## config.mk

```make
export PLATFORM = sky130hd
export DESIGN_NAME = fir_tap_loader_flat
export DESIGN_NICKNAME = d
export VERILOG_FILES = /design/src/rtl/fir_tap_loader_if.sv /design/src/rtl/fir_tap_loader.sv /design/src/flat_wrapper.sv
export SDC_FILE = /design/constraint.sdc
export NUM_CORES = 1
export LEC_CHECK = 0
export ABC_CLOCK_PERIOD_IN_PS = 5400
export CORE_UTILIZATION = 57
export DETAILED_ROUTE_END_ITERATION = 6
export PLACE_DENSITY_LB_ADDON = 0.12
export REMOVE_ABC_BUFFERS = 1
export SYNTH_ARGS = -nofsm -noshare
export SYNTH_HDL_FRONTEND = slang
export SYNTH_SLANG_ARGS = --single-unit
```

## constraint.sdc

```tcl
create_clock -name clk -period 5.4 [get_ports clk]
set_input_delay 0.54 -clock clk [delete_from_list [all_inputs] [get_ports clk]]
set_output_delay 0.54 -clock clk [all_outputs]
set_load 0.005 [all_outputs]
```

## src/rtl/fir_tap_loader_if.sv

```systemverilog
// Host config/command port and FIR tap stream of the tap loader.
// master = loader side, slave = host/FIR side.
interface fir_tap_loader_if #(
    parameter int G_ADDR_W = 4,
    parameter int G_DATA_W = 16
);
    logic [G_ADDR_W-1:0] cfg_wr_addr;
    logic [G_DATA_W-1:0] cfg_wr_data;
    logic                cfg_wr_valid;
    logic                cfg_wr_ready;
    logic                load_start;
    logic                busy;
    logic                load_done;
    logic                load_err;
    logic [G_DATA_W-1:0] tap_dout;
    logic                tap_dout_valid;
    logic                tap_dout_ready;
    logic                fir_done;

    modport master (
        input  cfg_wr_addr, cfg_wr_data, cfg_wr_valid, load_start, tap_dout_ready, fir_done,
        output cfg_wr_ready, busy, load_done, load_err, tap_dout, tap_dout_valid
    );

    modport slave (
        output cfg_wr_addr, cfg_wr_data, cfg_wr_valid, load_start, tap_dout_ready, fir_done,
        input  cfg_wr_ready, busy, load_done, load_err, tap_dout, tap_dout_valid
    );
endinterface

```

## src/rtl/fir_tap_loader.sv

```systemverilog
// Coefficient table + streamer: on load_start pushes all taps to the FIR, first tap valid 3 edges
// after load_start; read pipeline stalls behind a 1-entry skid so tap_dout_ready only gates registers.
module fir_tap_loader #(
    parameter int G_NUM_TAPS_LOG2 = 4,
    parameter int G_TAP_WIDTH     = 16,
    parameter int G_REVERSE       = 0,
    parameter int G_DONE_TIMEOUT  = 255
) (
    input  logic          clk,
    input  logic          reset,
    input  logic          enable,
    fir_tap_loader_if.master bus
);
    localparam int AW = G_NUM_TAPS_LOG2;
    localparam int DW = G_TAP_WIDTH;
    localparam int CW = (G_DONE_TIMEOUT > 0) ? $clog2(G_DONE_TIMEOUT + 1) : 1;
    localparam logic [AW-1:0] IDX_FIRST = (G_REVERSE != 0) ? '1 : '0;
    localparam logic [AW-1:0] IDX_LAST  = (G_REVERSE != 0) ? '0 : '1;
    localparam logic [CW-1:0] TO_LAST   = CW'((G_DONE_TIMEOUT > 0) ? G_DONE_TIMEOUT - 1 : 0);

    typedef enum logic [1:0] {S_IDLE, S_FETCH, S_STREAM, S_WAIT} state_t;

    state_t          state_q, state_d;
    logic            load_done_q, load_done_d, load_err_q, load_err_d;
    logic [DW-1:0]   mem_q [2**AW];
    logic [AW-1:0]   idx_q, rd_addr_q, hs_cnt_q;
    logic            iss_end_q, rd_vld_q, dat_vld_q, out_vld_q, sk_vld_q;
    logic [DW-1:0]   dat_q, out_q, sk_q;
    logic [CW-1:0]   to_cnt_q;
    logic            wr_fire, adv, in_vld, hs, last_hs;

    assign wr_fire = bus.cfg_wr_valid && bus.cfg_wr_ready;
    assign adv     = !sk_vld_q;
    assign in_vld  = adv && dat_vld_q;
    assign hs      = out_vld_q && bus.tap_dout_ready;
    assign last_hs = hs && (hs_cnt_q == '1);

    always_comb begin
        state_d     = state_q;
        load_done_d = 1'b0;
        load_err_d  = 1'b0;
        if (!enable) begin
            state_d = S_IDLE;
        end else begin
            case (state_q)
                S_IDLE:   if (bus.load_start) state_d = S_FETCH;
                S_FETCH:  state_d = S_STREAM;
                S_STREAM: begin
                    if (last_hs) begin
                        if (G_DONE_TIMEOUT == 0) begin
                            state_d     = S_IDLE;
                            load_done_d = 1'b1;
                        end else begin
                            state_d = S_WAIT;
                        end
                    end
                end
                S_WAIT: begin
                    if (bus.fir_done) begin
                        state_d     = S_IDLE;
                        load_done_d = 1'b1;
                    end else if (to_cnt_q == TO_LAST) begin
                        state_d    = S_IDLE;
                        load_err_d = 1'b1;
                    end
                end
                default:  state_d = S_IDLE;
            endcase
        end
    end

    always_ff @(posedge clk or posedge reset) begin
        if (reset) begin
            state_q     <= S_IDLE;
            load_done_q <= 1'b0;
            load_err_q  <= 1'b0;
            to_cnt_q    <= '0;
        end else begin
            state_q     <= state_d;
            load_done_q <= load_done_d;
            load_err_q  <= load_err_d;
            to_cnt_q    <= (state_q == S_WAIT && state_d == S_WAIT) ? to_cnt_q + 1'b1 : '0;
        end
    end

    // Table is deliberately not reset; it is a BRAM and survives reset/enable.
    always_ff @(posedge clk) begin
        if (wr_fire) mem_q[bus.cfg_wr_addr] <= bus.cfg_wr_data;
        if (adv)     dat_q <= mem_q[rd_addr_q];
    end

    always_ff @(posedge clk or posedge reset) begin
        if (reset) begin
            idx_q     <= '0;
            rd_addr_q <= '0;
            hs_cnt_q  <= '0;
            iss_end_q <= 1'b0;
            rd_vld_q  <= 1'b0;
            dat_vld_q <= 1'b0;
            out_vld_q <= 1'b0;
            sk_vld_q  <= 1'b0;
            out_q     <= '0;
            sk_q      <= '0;
        end else if (state_d == S_FETCH) begin
            idx_q     <= IDX_FIRST;
            hs_cnt_q  <= '0;
            iss_end_q <= 1'b0;
            rd_vld_q  <= 1'b0;
            dat_vld_q <= 1'b0;
            out_vld_q <= 1'b0;
            sk_vld_q  <= 1'b0;
            out_q     <= '0;
        end else if (state_d != S_STREAM) begin
            rd_vld_q  <= 1'b0;
            dat_vld_q <= 1'b0;
            out_vld_q <= 1'b0;
            sk_vld_q  <= 1'b0;
            out_q     <= '0;
        end else begin
            // Whole read pipeline advances only while the skid is empty.
            if (adv) begin
                rd_vld_q  <= !iss_end_q;
                rd_addr_q <= idx_q;
                dat_vld_q <= rd_vld_q;
                if (!iss_end_q) begin
                    if (idx_q == IDX_LAST) iss_end_q <= 1'b1;
                    else if (G_REVERSE != 0) idx_q <= idx_q - 1'b1;
                    else idx_q <= idx_q + 1'b1;
                end
            end
            if (!out_vld_q || hs) begin
                if (sk_vld_q) begin
                    out_q     <= sk_q;
                    out_vld_q <= 1'b1;
                    sk_vld_q  <= 1'b0;
                end else if (in_vld) begin
                    out_q     <= dat_q;
                    out_vld_q <= 1'b1;
                end else begin
                    out_vld_q <= 1'b0;
                end
            end else if (in_vld) begin
                sk_q     <= dat_q;
                sk_vld_q <= 1'b1;
            end
            if (hs) hs_cnt_q <= hs_cnt_q + 1'b1;
        end
    end

    assign bus.cfg_wr_ready   = (state_q == S_IDLE) && enable;
    assign bus.busy           = (state_q != S_IDLE);
    assign bus.load_done      = load_done_q;
    assign bus.load_err       = load_err_q;
    assign bus.tap_dout       = out_q;
    assign bus.tap_dout_valid = out_vld_q;
endmodule

```

## src/flat_wrapper.sv

```systemverilog
// flat-port wrapper written by rule: the top's interface ports become plain ports
module fir_tap_loader_flat 
#(
    parameter int G_NUM_TAPS_LOG2 = 4,
    parameter int G_TAP_WIDTH     = 16,
    parameter int G_REVERSE       = 0,
    parameter int G_DONE_TIMEOUT  = 255
)
  (clk, reset, enable, bus_cfg_wr_addr, bus_cfg_wr_data, bus_cfg_wr_valid, bus_load_start, bus_tap_dout_ready, bus_fir_done, bus_cfg_wr_ready, bus_busy, bus_load_done, bus_load_err, bus_tap_dout, bus_tap_dout_valid);
  fir_tap_loader_if #(.G_ADDR_W(4), .G_DATA_W(16)) bus_i ();
  input  logic clk;
  input  logic reset;
  input  logic enable;
  input wire logic [$bits(bus_i.cfg_wr_addr)-1:0] bus_cfg_wr_addr;
  input wire logic [$bits(bus_i.cfg_wr_data)-1:0] bus_cfg_wr_data;
  input wire logic [$bits(bus_i.cfg_wr_valid)-1:0] bus_cfg_wr_valid;
  input wire logic [$bits(bus_i.load_start)-1:0] bus_load_start;
  input wire logic [$bits(bus_i.tap_dout_ready)-1:0] bus_tap_dout_ready;
  input wire logic [$bits(bus_i.fir_done)-1:0] bus_fir_done;
  output wire logic [$bits(bus_i.cfg_wr_ready)-1:0] bus_cfg_wr_ready;
  output wire logic [$bits(bus_i.busy)-1:0] bus_busy;
  output wire logic [$bits(bus_i.load_done)-1:0] bus_load_done;
  output wire logic [$bits(bus_i.load_err)-1:0] bus_load_err;
  output wire logic [$bits(bus_i.tap_dout)-1:0] bus_tap_dout;
  output wire logic [$bits(bus_i.tap_dout_valid)-1:0] bus_tap_dout_valid;
  assign bus_i.cfg_wr_addr = bus_cfg_wr_addr;
  assign bus_i.cfg_wr_data = bus_cfg_wr_data;
  assign bus_i.cfg_wr_valid = bus_cfg_wr_valid;
  assign bus_i.load_start = bus_load_start;
  assign bus_i.tap_dout_ready = bus_tap_dout_ready;
  assign bus_i.fir_done = bus_fir_done;
  assign bus_cfg_wr_ready = bus_i.cfg_wr_ready;
  assign bus_busy = bus_i.busy;
  assign bus_load_done = bus_i.load_done;
  assign bus_load_err = bus_i.load_err;
  assign bus_tap_dout = bus_i.tap_dout;
  assign bus_tap_dout_valid = bus_i.tap_dout_valid;
  fir_tap_loader #(.G_NUM_TAPS_LOG2(G_NUM_TAPS_LOG2), .G_TAP_WIDTH(G_TAP_WIDTH), .G_REVERSE(G_REVERSE), .G_DONE_TIMEOUT(G_DONE_TIMEOUT)) u_core (.clk(clk), .reset(reset), .enable(enable), .bus(bus_i));
endmodule
```

# Yosys cells after proc, flatten, opt, wreduce, memory -nomap -nowiden
# Memory sizes are Yosys's and may differ from the RTL's. A register that Yosys moved wholly into a read port is not among the register bits.
# Cells that the tools add are included.
# totals
register_bits,61
latchBits,0
ram_bits,256
rom_bits,0
in_bits,27
output_inout_bits,21
elab_cells,108
memories,1
# op_classes
addsub,3
mul,0
n_div,0
magnitude_cmp,0
n_eq_ne,14
shifts,0
mux,49
bitwise,4
reduce_logical,23
# mem_list
name,depth,width,rd,rd_clocked_by_memory_dff,wr,line,source
u_core.mem_q,16,16,1,1,1,fir_tap_loader.sv:25,logic [DW-1:0] mem_q [2**AW];
# op_table
op,n
2-to-1 mux 16 bit,5
2-to-1 mux 4 bit,8
2-to-1 mux 1 bit,29
2-to-1 mux 2 bit,5
adder 4 x 1 -> 4 bit (second input constant),2
adder 8 x 1 -> 8 bit (second input constant),1
== test 4 bit (second input constant),2
== test 8 bit (second input constant),1
2-to-1 mux 8 bit,1
one-hot mux 2 bit (4 select lines),1
AND reduction 4 bit,2
nonzero test 4 bit,2
== test 2 bit (second input constant),3
logical AND 1 bit,6
inequality test 2 bit (second input constant),3
AND reduction 2 bit,3
== test 2 x 1 -> 1 bit (second input constant),2
zero test 1 bit,4
inequality test 2 x 1 -> 1 bit (second input constant),2
inverter 1 bit,4
nonzero test 2 bit,2
inequality test 3 bit (second input constant),1
AND reduction 3 bit,1
nonzero test 3 bit,1
other kinds (2),2

# Depth between registers and ports, before layout
# Gate-level depths: netlist (run 1).
# depth
ltp_word,8
mapped_depth,8
depth_no_buf,7

# Worst setup path after synthesis (run 1)
# Ideal clock, no wire load.
# synth_path
kind,flip-flop to flip-flop
start,reg u_core.state_q[0]
end,mem u_core.mem_q[0][0] (netlist name) (enable)
setup_ns,0.409
arrival_ns,2.233
required_ns,4.991
setup_slack_ns,2.757
stages_incl_launch_ff,5
synth_period_minus_slack_ns,2.643
path_cell_list,dfrtp_1 > nor2_1 > nand3_1 > or3_1 > nor3_1
# synth_via
elab_chain_len,5
# synth_lines
item,line,source
start: declaration,fir_tap_loader.sv:23,"state_t state_q, state_d;"
start signal: assignment,fir_tap_loader.sv:79,state_q <= state_d;
zero test 2 bit,fir_tap_loader.sv:150,assign bus.cfg_wr_ready = (state_q == S_IDLE) && enable;
logical AND 1 bit,fir_tap_loader.sv:150,
logical AND 1 bit,fir_tap_loader.sv:32,assign wr_fire = bus.cfg_wr_valid && bus.cfg_wr_ready;
2-to-1 mux 1 bit,fir_tap_loader.sv:88,if (wr_fire) mem_q[bus.cfg_wr_addr] <= bus.cfg_wr_data;
2-to-1 mux 1 bit (implied by the code),fir_tap_loader.sv:88,
end: declaration,fir_tap_loader.sv:25,
# Every way passes these cells.

==> impl_metrics.tcl, run 1 <==
set metrics [dict create \
    r2r-end "u_core.dat_q[6]$_DFFE_PN_" \
    area_growth_pct 15.3 \
    synthesis.area_mm2 0.0130 \
    cellPowerDensity_mw_per_mm2 421 \
    io_pins 48 \
    multi_input_area_mm2 0.00315 \
    num_vias 6275 \
    synthFlopType "edfxtp_1" \
    dr.pass1.iters 4 \
    io_buffers 47 \
    p_leak_nw 5.09 \
    antenna_cells 0 \
    synth.most_common_cell "edfxtp_1" \
    critPathKind "reg2reg" \
    cts_made_buffers 34 \
    final_util_pct 67.8 \
    netlist_instances 645 \
    fin_crit_ns 2.93 \
    drc 0 \
    ys_warn_count 0 \
    seq_area_mm2 0.00970 \
    cts.sinks 333 \
    slew_viol_final 0 \
    htree_levels 2 \
    worst_pin_slew_ns 1.24 \
    initial_core_util_pct 58.8 \
    synth_edf_count 272 \
    ys_types 44 \
    drive_gt1_share_pct 24.4 \
    ir_drop_uv 328 \
    hp-class "reg2reg" \
    synth_top_area_share_pct 62.8 \
    finalSetupViolations 0 \
    fillCellCount 1431 \
    grt_use_total_pct 23.2 \
    synth_top_area_cell "edfxtp_1" \
    cp-start-kind "flip-flop" \
    hold_viol 0 \
    fin_skew_ns 0.0196 \
    synthArstFlopShare_pct 18.3 \
    vias_per_cell 6.12 \
    clk_latency_ns 0.51 \
    nNetsFinal 750 \
    die_area_mm2 0.0234 \
    crit_path_end "u_core.dat_q[6]$_DFFE_PN_" \
    rr_worst_depth 3 \
    drtIter0Drc 448 \
    gr-total-overflow 0 \
    post_cts_buffers 0 \
    r2r_setup_slack_ns 2.47 \
    die_y_um 153 \
    crit_arrival_ns 3.17 \
    crit_required_ns 5.65 \
    tritoncts "built" \
    grt_pass1_vias 6728 \
    max_freq_mhz 342 \
    cap_violations 0 \
    dp_hpwl_um 15000 \
    core_mm2 0.0221 \
    cts_root_buf "clkbuf_16" \
    whs_ns 0.508 \
    cts_buffer_depth 3 \
    crit_path_end_kind "flip-flop" \
    grt_pass1_wl_um 39800 \
    grt_start_max_net_pins 62 \
    ys_top_cells_by_area "edfxtp_1 63%, mux4_2 14%, dfrtp_1 12%" \
    total_power_mw 6.31 \
    crit_start "u_core.rd_addr_q[0]$_DFFE_PP0P_" \
    slew-limit-headroom_pct 17.4 \
    reg2reg_from "u_core.rd_addr_q[0]$_DFFE_PP0P_" \
    synth_seq_area_share_pct 74.6 \
    path_max_fanout 47 \
    synth_common_cells "272 x edfxtp_1, 80 x mux4_2, 61 x dfrtp_1, 52 x nor2_1, 20 x mux2i_1" \
    routed_wirelength_um 25300 \
    post_cts_resized 0 \
    routabilityCongestion 0.760 \
    ctsHoldBuffers 0 \
    min_period_over_period_pct 54.2 \
    wl_per_cell_um 24.7 \
    antenna_found_initial 0 \
    grt_setup_unrepaired "false" \
    synth-seq-cells 333 \
    ant_nets 0 \
    cts.clk_slew.worst_paths_ns 0.06 \
    status "finished clean" \
    fp.dieW_um 153 \
    avgSynthCellArea_um2 20.2 \
    timing.setup.tns_ns 0 \
    rows 54 \
]
metal layers:
| metal | up-vias | track usage [%] | wire length, um |
|---|---|---|---|
| met4 | 0 | 7.65 | 584 |
| met5 | - | 0 | 0 |
| met3 | 43 | 4.59 | 1580 |
| met2 | 193 | 38.7 | 12700 |
| met1 | 3278 | 31.0 | 10500 |
| li1 | 2761 | - | - |
sequential cells by signal (all words and copies together), names as in the netlist:
name	count
u_core.sk_vld_q	1
u_core.sk_q	16
u_core.iss_end_q	1
u_core.hs_cnt_q	4
u_core.state_q	2
u_core.mem_q	256
u_core.rd_vld_q	1
u_core.idx_q	4
u_core.bus.load_err	1
u_core.dat_vld_q	1
u_core.to_cnt_q	8
u_core.bus.load_done	1
u_core.bus.tap_dout	16
u_core.bus.tap_dout_valid	1
u_core.rd_addr_q	4
u_core.dat_q	16
report_power, final:
group	total, mW	switching, mW	leakage (nW)	internal [mW]
registers	3.16	0.245	3.32	2.91
logic	0.850	0.318	1.23	0.533
clock network	2.30	0.909	0.539	1.39
area by class of cell:
type	count	share of cell area [%]
Clock buffer	44	6.36
Clock inverter	18	1.07
Inverter	9	0.225
Multi-Input combinational cell	272	21.0
Sequential cell	333	64.7
Tap cell	280	2.34
Timing Repair Buffer	69	4.24
stage by stage:
stage,area (um2),std cells,setup slack (ns)
after detailed placement,13900,963,2.30
final,15000,1025,2.47
after global routing,15000,1025,2.26
after global placement,13900,963,2.35
after CTS,15000,1025,2.40
after floorplan,12900,614,1.46
kinds of logic (layout without fill, tap and decap cells):
group	after synthesis	count (layout)	synth area share, %
flip-flops	333	333	74.6
multiplexers	120	120	17.4
AND/OR/NAND/NOR	99	99	3.54
AO/OA/AOI/OAI	42	42	2.24
buffers and inverters	40	140	1.36
XOR/XNOR	7	7	0.472
adder cells (fa/ha/maj)	4	4	0.385
critical path: stages (launching register included):
cell and delay (ns):
dfrtp_4 1.05, buf_4 0.51, mux4_2 0.61, mux4_2 0.47
worst min-delay path by stage:
stage,from,to,slack [ns],cells past startpoint
after floorplan,u_core.sk_q[10]$_DFFE_PP0P_,u_core.sk_q[10]$_DFFE_PP0P_,0.48,1
after global placement,u_core.sk_q[11]$_DFFE_PP0P_,u_core.sk_q[11]$_DFFE_PP0P_,0.49,1
after detailed placement,u_core.sk_q[0]$_DFFE_PP0P_,u_core.sk_q[0]$_DFFE_PP0P_,0.50,1
after CTS,u_core.dat_q[12]$_DFFE_PN_,u_core.sk_q[12]$_DFFE_PP0P_,0.51,1
after global routing,u_core.sk_q[8]$_DFFE_PP0P_,u_core.sk_q[8]$_DFFE_PP0P_,0.53,1
final,u_core.dat_q[10]$_DFFE_PN_,u_core.sk_q[10]$_DFFE_PP0P_,0.51,1
cells in the final DEF, fill, tap and decap left out, types with 16 or more instances in the layout:
cell             instances
buf_4                   22
clkdlybuf4s50_1         47
nor2_1                  52
clkbuf_16               37
mux4_2                  80
edfxtp_1               272
dfrtp_1                 59
mux2i_1                 20
a211oi_1                16
Note: power is estimated with default switching activity, not from simulation.
==> run 2, diff against run 1 <==
--- a/config.mk
+++ b/config.mk
@@ -5,7 +5,7 @@
 export SDC_FILE = /design/constraint.sdc
 export NUM_CORES = 1
 export LEC_CHECK = 0
-export ABC_CLOCK_PERIOD_IN_PS = 5400
+export ABC_CLOCK_PERIOD_IN_PS = 2900
 export CORE_UTILIZATION = 57
 export DETAILED_ROUTE_END_ITERATION = 6
 export PLACE_DENSITY_LB_ADDON = 0.12
==> constraint.sdc (replaced) <==
create_clock -name clk -period 2.9 [get_ports clk]
set_input_delay 0.29 -clock clk [delete_from_list [all_inputs] [get_ports clk]]
set_output_delay 0.29 -clock clk [all_outputs]
set_load 0.005 [all_outputs]
==> run 2 against run 1 <==
  * Die area unchanged
  * Clock power up 93%
  * Core utilization up 0.61 points
  * Critical path type is now reg2out
  * Critical endpoint is now bus_cfg_wr_ready
==> impl_metrics.tcl, run 2 (synthesis results as in run 1) <==
set metrics [dict create \
    fin_skew_ns 0.0123 \
    fp.dieW_um 153 \
    wl_per_cell_um 24.8 \
    critPathKind "reg2out" \
    cts.sinks 333 \
    cts_buffer_depth 3 \
    cp-start-kind "flip-flop" \
    most-common-layout-cells "272 x edfxtp_1, 80 x mux4_2, 59 x dfrtp_1, 52 x nor2_1, 47 x clkdlybuf4s50_1" \
    grt_pass1_wl_um 39600 \
    dpl_cell_area_mm2 0.0140 \
    hp-class "in2async" \
    slowest_delay_ns 0.51 \
    fillCellCount 1400 \
    vias_per_cell 6.17 \
    final_common_cell "edfxtp_1" \
    die_y_um 153 \
    regMostFlops "u_core.mem_q" \
    slew_viol_final 0 \
    hold_viol 0 \
    post_cts_buffers 0 \
    cellPowerDensity_mw_per_mm2 789 \
    grt_pass1_vias 6620 \
    nNetsFinal 760 \
    routabilityCongestion 0.766 \
    num_vias 6380 \
    post_cts_resized 0 \
    path_max_fanout 8 \
    worst-path-buf-inv 1 \
    drive_gt1_share_pct 25.7 \
    crit_chain "nor2_1 > and2_1 > clkdlybuf4s50_1" \
    fin_crit_ns 2.33 \
    cts_made_buffers 35 \
    finalInstanceArea_mm2 0.0151 \
    antenna_cells 0 \
    dr.pass1.iters 5 \
    rr_worst_depth 4 \
    largest_reg_flops 256 \
    ir_drop_uv 508 \
    ctsHoldBuffers 0 \
    crit_cells 3 \
    finalSetupViolations 0 \
    p_leak_nw 5.16 \
    drc 0 \
    grt_use_total_pct 23.3 \
    htree_levels 2 \
    initial_core_util_pct 58.8 \
    cap_violations 0 \
    slew-limit-headroom_pct 44.1 \
    crit_path_end_kind "output pin" \
    crit_required_ns 2.61 \
    routed_wirelength_um 25700 \
    dp_hpwl_um 14600 \
    gr-total-overflow 0 \
    seq_area_mm2 0.00970 \
    max_freq_mhz 430 \
    timing.setup.tns_ns 0 \
    cts_root_buf "clkbuf_16" \
    io_buffers 47 \
    status "finished clean" \
    drtIter0Drc 499 \
    multi_input_area_mm2 0.00315 \
    rows 54 \
    grt_setup_unrepaired "false" \
    core_mm2 0.0221 \
    antenna_found_initial 0 \
    clk_latency_ns 0.51 \
    crit_arrival_ns 2.04 \
    worst_pin_slew_ns 0.838 \
    cts.clk_slew.worst_paths_ns 0.06 \
    grt_start_max_net_pins 66 \
    crit_family "simple AND/OR/NAND/NOR gates" \
    io_pins 48 \
    ant_nets 0 \
    die_area_mm2 0.0234 \
    min_period_over_period_pct 80.2 \
    cpMaxStageDelayCell "clkdlybuf4s50_1" \
    area_growth_pct 16.3 \
    tritoncts "built" \
]
==> run 2: cell count changes in the layout (fill, tap and decap cells not counted) <==
cell        change
clkinv_8        +1
clkinv_1        -4
clkinvlp_4      +1
clkbuf_1        +1
buf_4           +7
bufinv_16       +1
buf_12          +2
==> run 2: layer usage <==
metal  share of wire (%)  up-vias  GRT usage [%]
met3                 5.1       49           3.46
met4                 2.3        0           7.89
met5                   0        -              0
met1                  41     3320           30.5
met2                  52      232           40.3
li1                    -     2779              -
==> run 2: worst paths after layout <==
path / from / endpoint / slack (ns)
max in group asynchronous: reset / u_core.bus.tap_dout[13]$_DFFE_PP0P_ / 2.01
min in group clk: bus_fir_done / u_core.bus.load_done$_DFF_PP0_ / 0.42
worst max register to register: u_core.rd_addr_q[0]$_DFFE_PP0P_ / u_core.dat_q[3]$_DFFE_PN_ / 0.58
worst min register to register: u_core.dat_q[0]$_DFFE_PN_ / u_core.sk_q[0]$_DFFE_PP0P_ / 0.50
worst max-delay path: u_core.state_q[0]$_DFF_PP0_ / bus_cfg_wr_ready / 0.57
worst min-delay path: reset / u_core.sk_q[11]$_DFFE_PP0P_ / 0.18
==> run 2: stage by stage <==
step                      setup WS [ns]  total power, mW  utilization, %  hold WS, ns  std cells
after floorplan                   -1.04             7.07               -        0.363        614
after global placement            0.615             7.56            63.2        0.488        972
after detailed placement          0.538             7.61            63.2        0.494        972
after CTS                         0.539             12.0            68.4        0.194       1034
after global routing              0.456             12.4            68.4        0.222       1034
final                             0.574             11.9            68.4        0.180       1034
==> run 2: area by class of cell <==
cell class                      count  share of cell area, %
Sequential cell                   333                   64.2
Multi-Input combinational cell    272                   20.8
Clock buffer                       45                   6.32
Timing Repair Buffer               78                   4.82
Tap cell                          280                   2.32
Clock inverter                     17                   1.32
Inverter                            9                  0.223
==> run 2: worst register-to-register path, cell delays in order (launching register included) <==
cell	delay (ns)
dfrtp_4	0.42
buf_4	0.28
buf_4	0.33
mux4_2	0.56
mux4_2	0.48
==> run 2: where the power goes <==
group,internal (mW),switching (mW)
clock network,2.69,1.75
registers,5.43,0.172
logic,1.03,0.856
==> run 3, diff against run 2 <==
--- a/config.mk
+++ b/config.mk
@@ -5,7 +5,7 @@
 export SDC_FILE = /design/constraint.sdc
 export NUM_CORES = 1
 export LEC_CHECK = 0
-export ABC_CLOCK_PERIOD_IN_PS = 2900
+export ABC_CLOCK_PERIOD_IN_PS = 2300
 export CORE_UTILIZATION = 57
 export DETAILED_ROUTE_END_ITERATION = 6
 export PLACE_DENSITY_LB_ADDON = 0.12
==> constraint.sdc (replaced) <==
create_clock -name clk -period 2.3 [get_ports clk]
set_input_delay 0.23 -clock clk [delete_from_list [all_inputs] [get_ports clk]]
set_output_delay 0.23 -clock clk [all_outputs]
set_load 0.005 [all_outputs]
==> run 3 against run 2 <==
  * Sequential share of layout area decreased by 0.62 points
  * Worst setup slack worse by 0.46 ns
  * Clock skew is 0.014 ns higher
  * Count of clock-buffer cells in the layout decreased by 5
  * Global-route usage down 0.45 points
  * Die area unchanged
  * Cell count increased by 1.9%
  * First-iteration DRC count down 23%
  * Wire length shrank 1.8%
  * Clock power grew 21%
  * Sequential power increased by 27%
==> impl_metrics.tcl, run 3 (synthesis results as in run 1) <==
set metrics [dict create \
    post_cts_buffers 0 \
    die_area_mm2 0.0234 \
    cp-start-kind "flip-flop" \
    drive_gt1_share_pct 27.6 \
    dr.pass1.iters 5 \
    grt_setup_unrepaired "false" \
    placedCellCount 990 \
    critPathKind "reg2out" \
    cap_violations 0 \
    ant_nets 0 \
    grt_start_max_net_pins 50 \
    antenna_cells 0 \
    cts_root_buf "clkbuf_16" \
    reg2reg_from "u_core.rd_addr_q[0]$_DFFE_PP0P_" \
    ir_drop_uv 714 \
    fillCellCount 1413 \
    regMostFlops "u_core.mem_q" \
    fp.dieW_um 153 \
    status "finished clean" \
    crit_path_end_kind "output pin" \
    cpMaxStageDelayCell "clkdlybuf4s50_1" \
    dp_hpwl_um 16100 \
    initial_core_util_pct 58.8 \
    p_sw_share_pct 23.7 \
    power.switching_mw 3.55 \
    final_common_cell "edfxtp_1" \
    core_mm2 0.0221 \
    slowest_delay_ns 0.51 \
    fin_crit_ns 2.18 \
    path_max_fanout 8 \
    wl_per_cell_um 23.9 \
    met2_length_um 12600 \
    num_vias 6426 \
    die_y_um 153 \
    io_pins 48 \
    cellPowerDensity_mw_per_mm2 979 \
    crit_required_ns 2.07 \
    gr-total-overflow 0 \
    met1_length_um 10600 \
    worst_pin_slew_ns 0.844 \
    clk_latency_ns 0.53 \
    max_freq_mhz 458 \
    crit_chain "nor2_2 > buf_4 > and2_1 > clkdlybuf4s50_1" \
    p_clk_share_pct 36.1 \
    most-common-layout-cells "272 x edfxtp_1, 80 x mux4_2, 59 x dfrtp_1, 51 x nor2_1, 47 x clkdlybuf4s50_1" \
    worst_slack_ns 0.117 \
    slew-limit-headroom_pct 43.7 \
    io_buffers 47 \
    area_growth_pct 17.4 \
    drtIter0Drc 382 \
    grt_pass1_wl_um 39000 \
    drc 0 \
    place_ws_ns 0.0890 \
    crit_arrival_ns 1.95 \
    slew_viol_final 0 \
    hp-class "in2async" \
    intPower_mw 11.4 \
    grt_pass1_vias 6686 \
    htree_levels 2 \
    min_period_over_period_pct 94.9 \
    r2r_setup_slack_ns 0.13 \
    finalSetupViolations 0 \
    power_frac_comb_pct 16.3 \
    crit_start "u_core.state_q[0]$_DFF_PP0_" \
    hold_viol 0 \
    nNetsFinal 778 \
    cts.clk_slew.worst_paths_ns 0.06 \
    rows 54 \
    cts_made_buffers 35 \
    routed_wirelength_um 25200 \
    p_leak_nw 5.26 \
    grt_use_total_pct 22.8 \
    vias_per_cell 6.10 \
    ctsHoldBuffers 0 \
    r2r-end "u_core.dat_q[4]$_DFFE_PN_" \
    seqPwrFrac_pct 47.6 \
    cts_buffer_depth 3 \
    fin_cells 1054 \
    tritoncts "built" \
    cts.sinks 333 \
    fin_skew_ns 0.0263 \
    largest_reg_flops 256 \
    routabilityCongestion 0.747 \
    rr_worst_depth 3 \
    antenna_found_initial 0 \
    wl_met3_um 1370 \
    highest_layer "met4" \
]
==> run 3: worst max path at each step <==
| stage | to | slack, ns | cells after the start |
|---|---|---|---|
| floorplan | u_core.dat_q[0]$_DFFE_PN_ | -1.64 | 2 |
| global placement | u_core.sk_q[1]$_DFFE_PP0P_ | 0.14 | 5 |
| detailed placement | u_core.mem_q[2][5]$_DFFE_PP_ | 0.09 | 5 |
| CTS | bus_cfg_wr_ready | 0.04 | 4 |
| global route | bus_cfg_wr_ready | 0.02 | 4 |
| finish | bus_cfg_wr_ready | 0.12 | 4 |
==> run 3: routing by layer <==
layer | vias up | GRT usage, %
li1 | 2819 | -
met1 | 3360 | 30.8
met2 | 198 | 37.9
met3 | 49 | 3.77
met4 | 0 | 8.51
met5 | - | 0
==> run 3: layout make-up <==
class,count,area [um2],share of cell area [%]
Clock buffer,40,895,5.86
Clock inverter,24,208,1.36
Inverter,9,33.8,0.221
Tap cell,280,350,2.30
Sequential cell,333,9700,63.5
Timing Repair Buffer,96,926,6.07
Multi-Input combinational cell,272,3150,20.7
==> run 3: worst max-delay path, delay by kind of cell, from the launching register on <==
kind	cells	cell delay (ns)
and+or+nand+nor	2	0.32
DFF	1	0.46
buffers and inverters	2	0.66
==> run 3: timing repair <==
item / CTS / global route
resized for setup: 0 / 1
endpoints found under the setup margin: 0 / 1
endpoints found under the hold margin: 0 / 0
==> run 3: through the flow <==
step	setup TNS (ns)	hold WS, ns	util [%]	cell area [um2]	power (mW)
after floorplan	-51.13	0.303	-	12900	8.92
after global placement	0	0.487	64.1	14200	9.67
after detailed placement	0	0.495	64.1	14200	9.72
after CTS	0	0.115	69.1	15300	15.1
after global routing	0	0.164	69.1	15300	15.5
final	0	0.106	69.1	15300	14.9
==> run 3: power groups by stage <==
stage / logic (mW) / clock network (mW) / registers, mW
floorplan: 1.50 / 0 / 7.42
global placement: 2.44 / 0 / 7.22
detailed placement: 2.48 / 0 / 7.24
CTS: 2.48 / 5.49 / 7.12
global route: 2.63 / 5.71 / 7.15
finish: 2.44 / 5.39 / 7.12
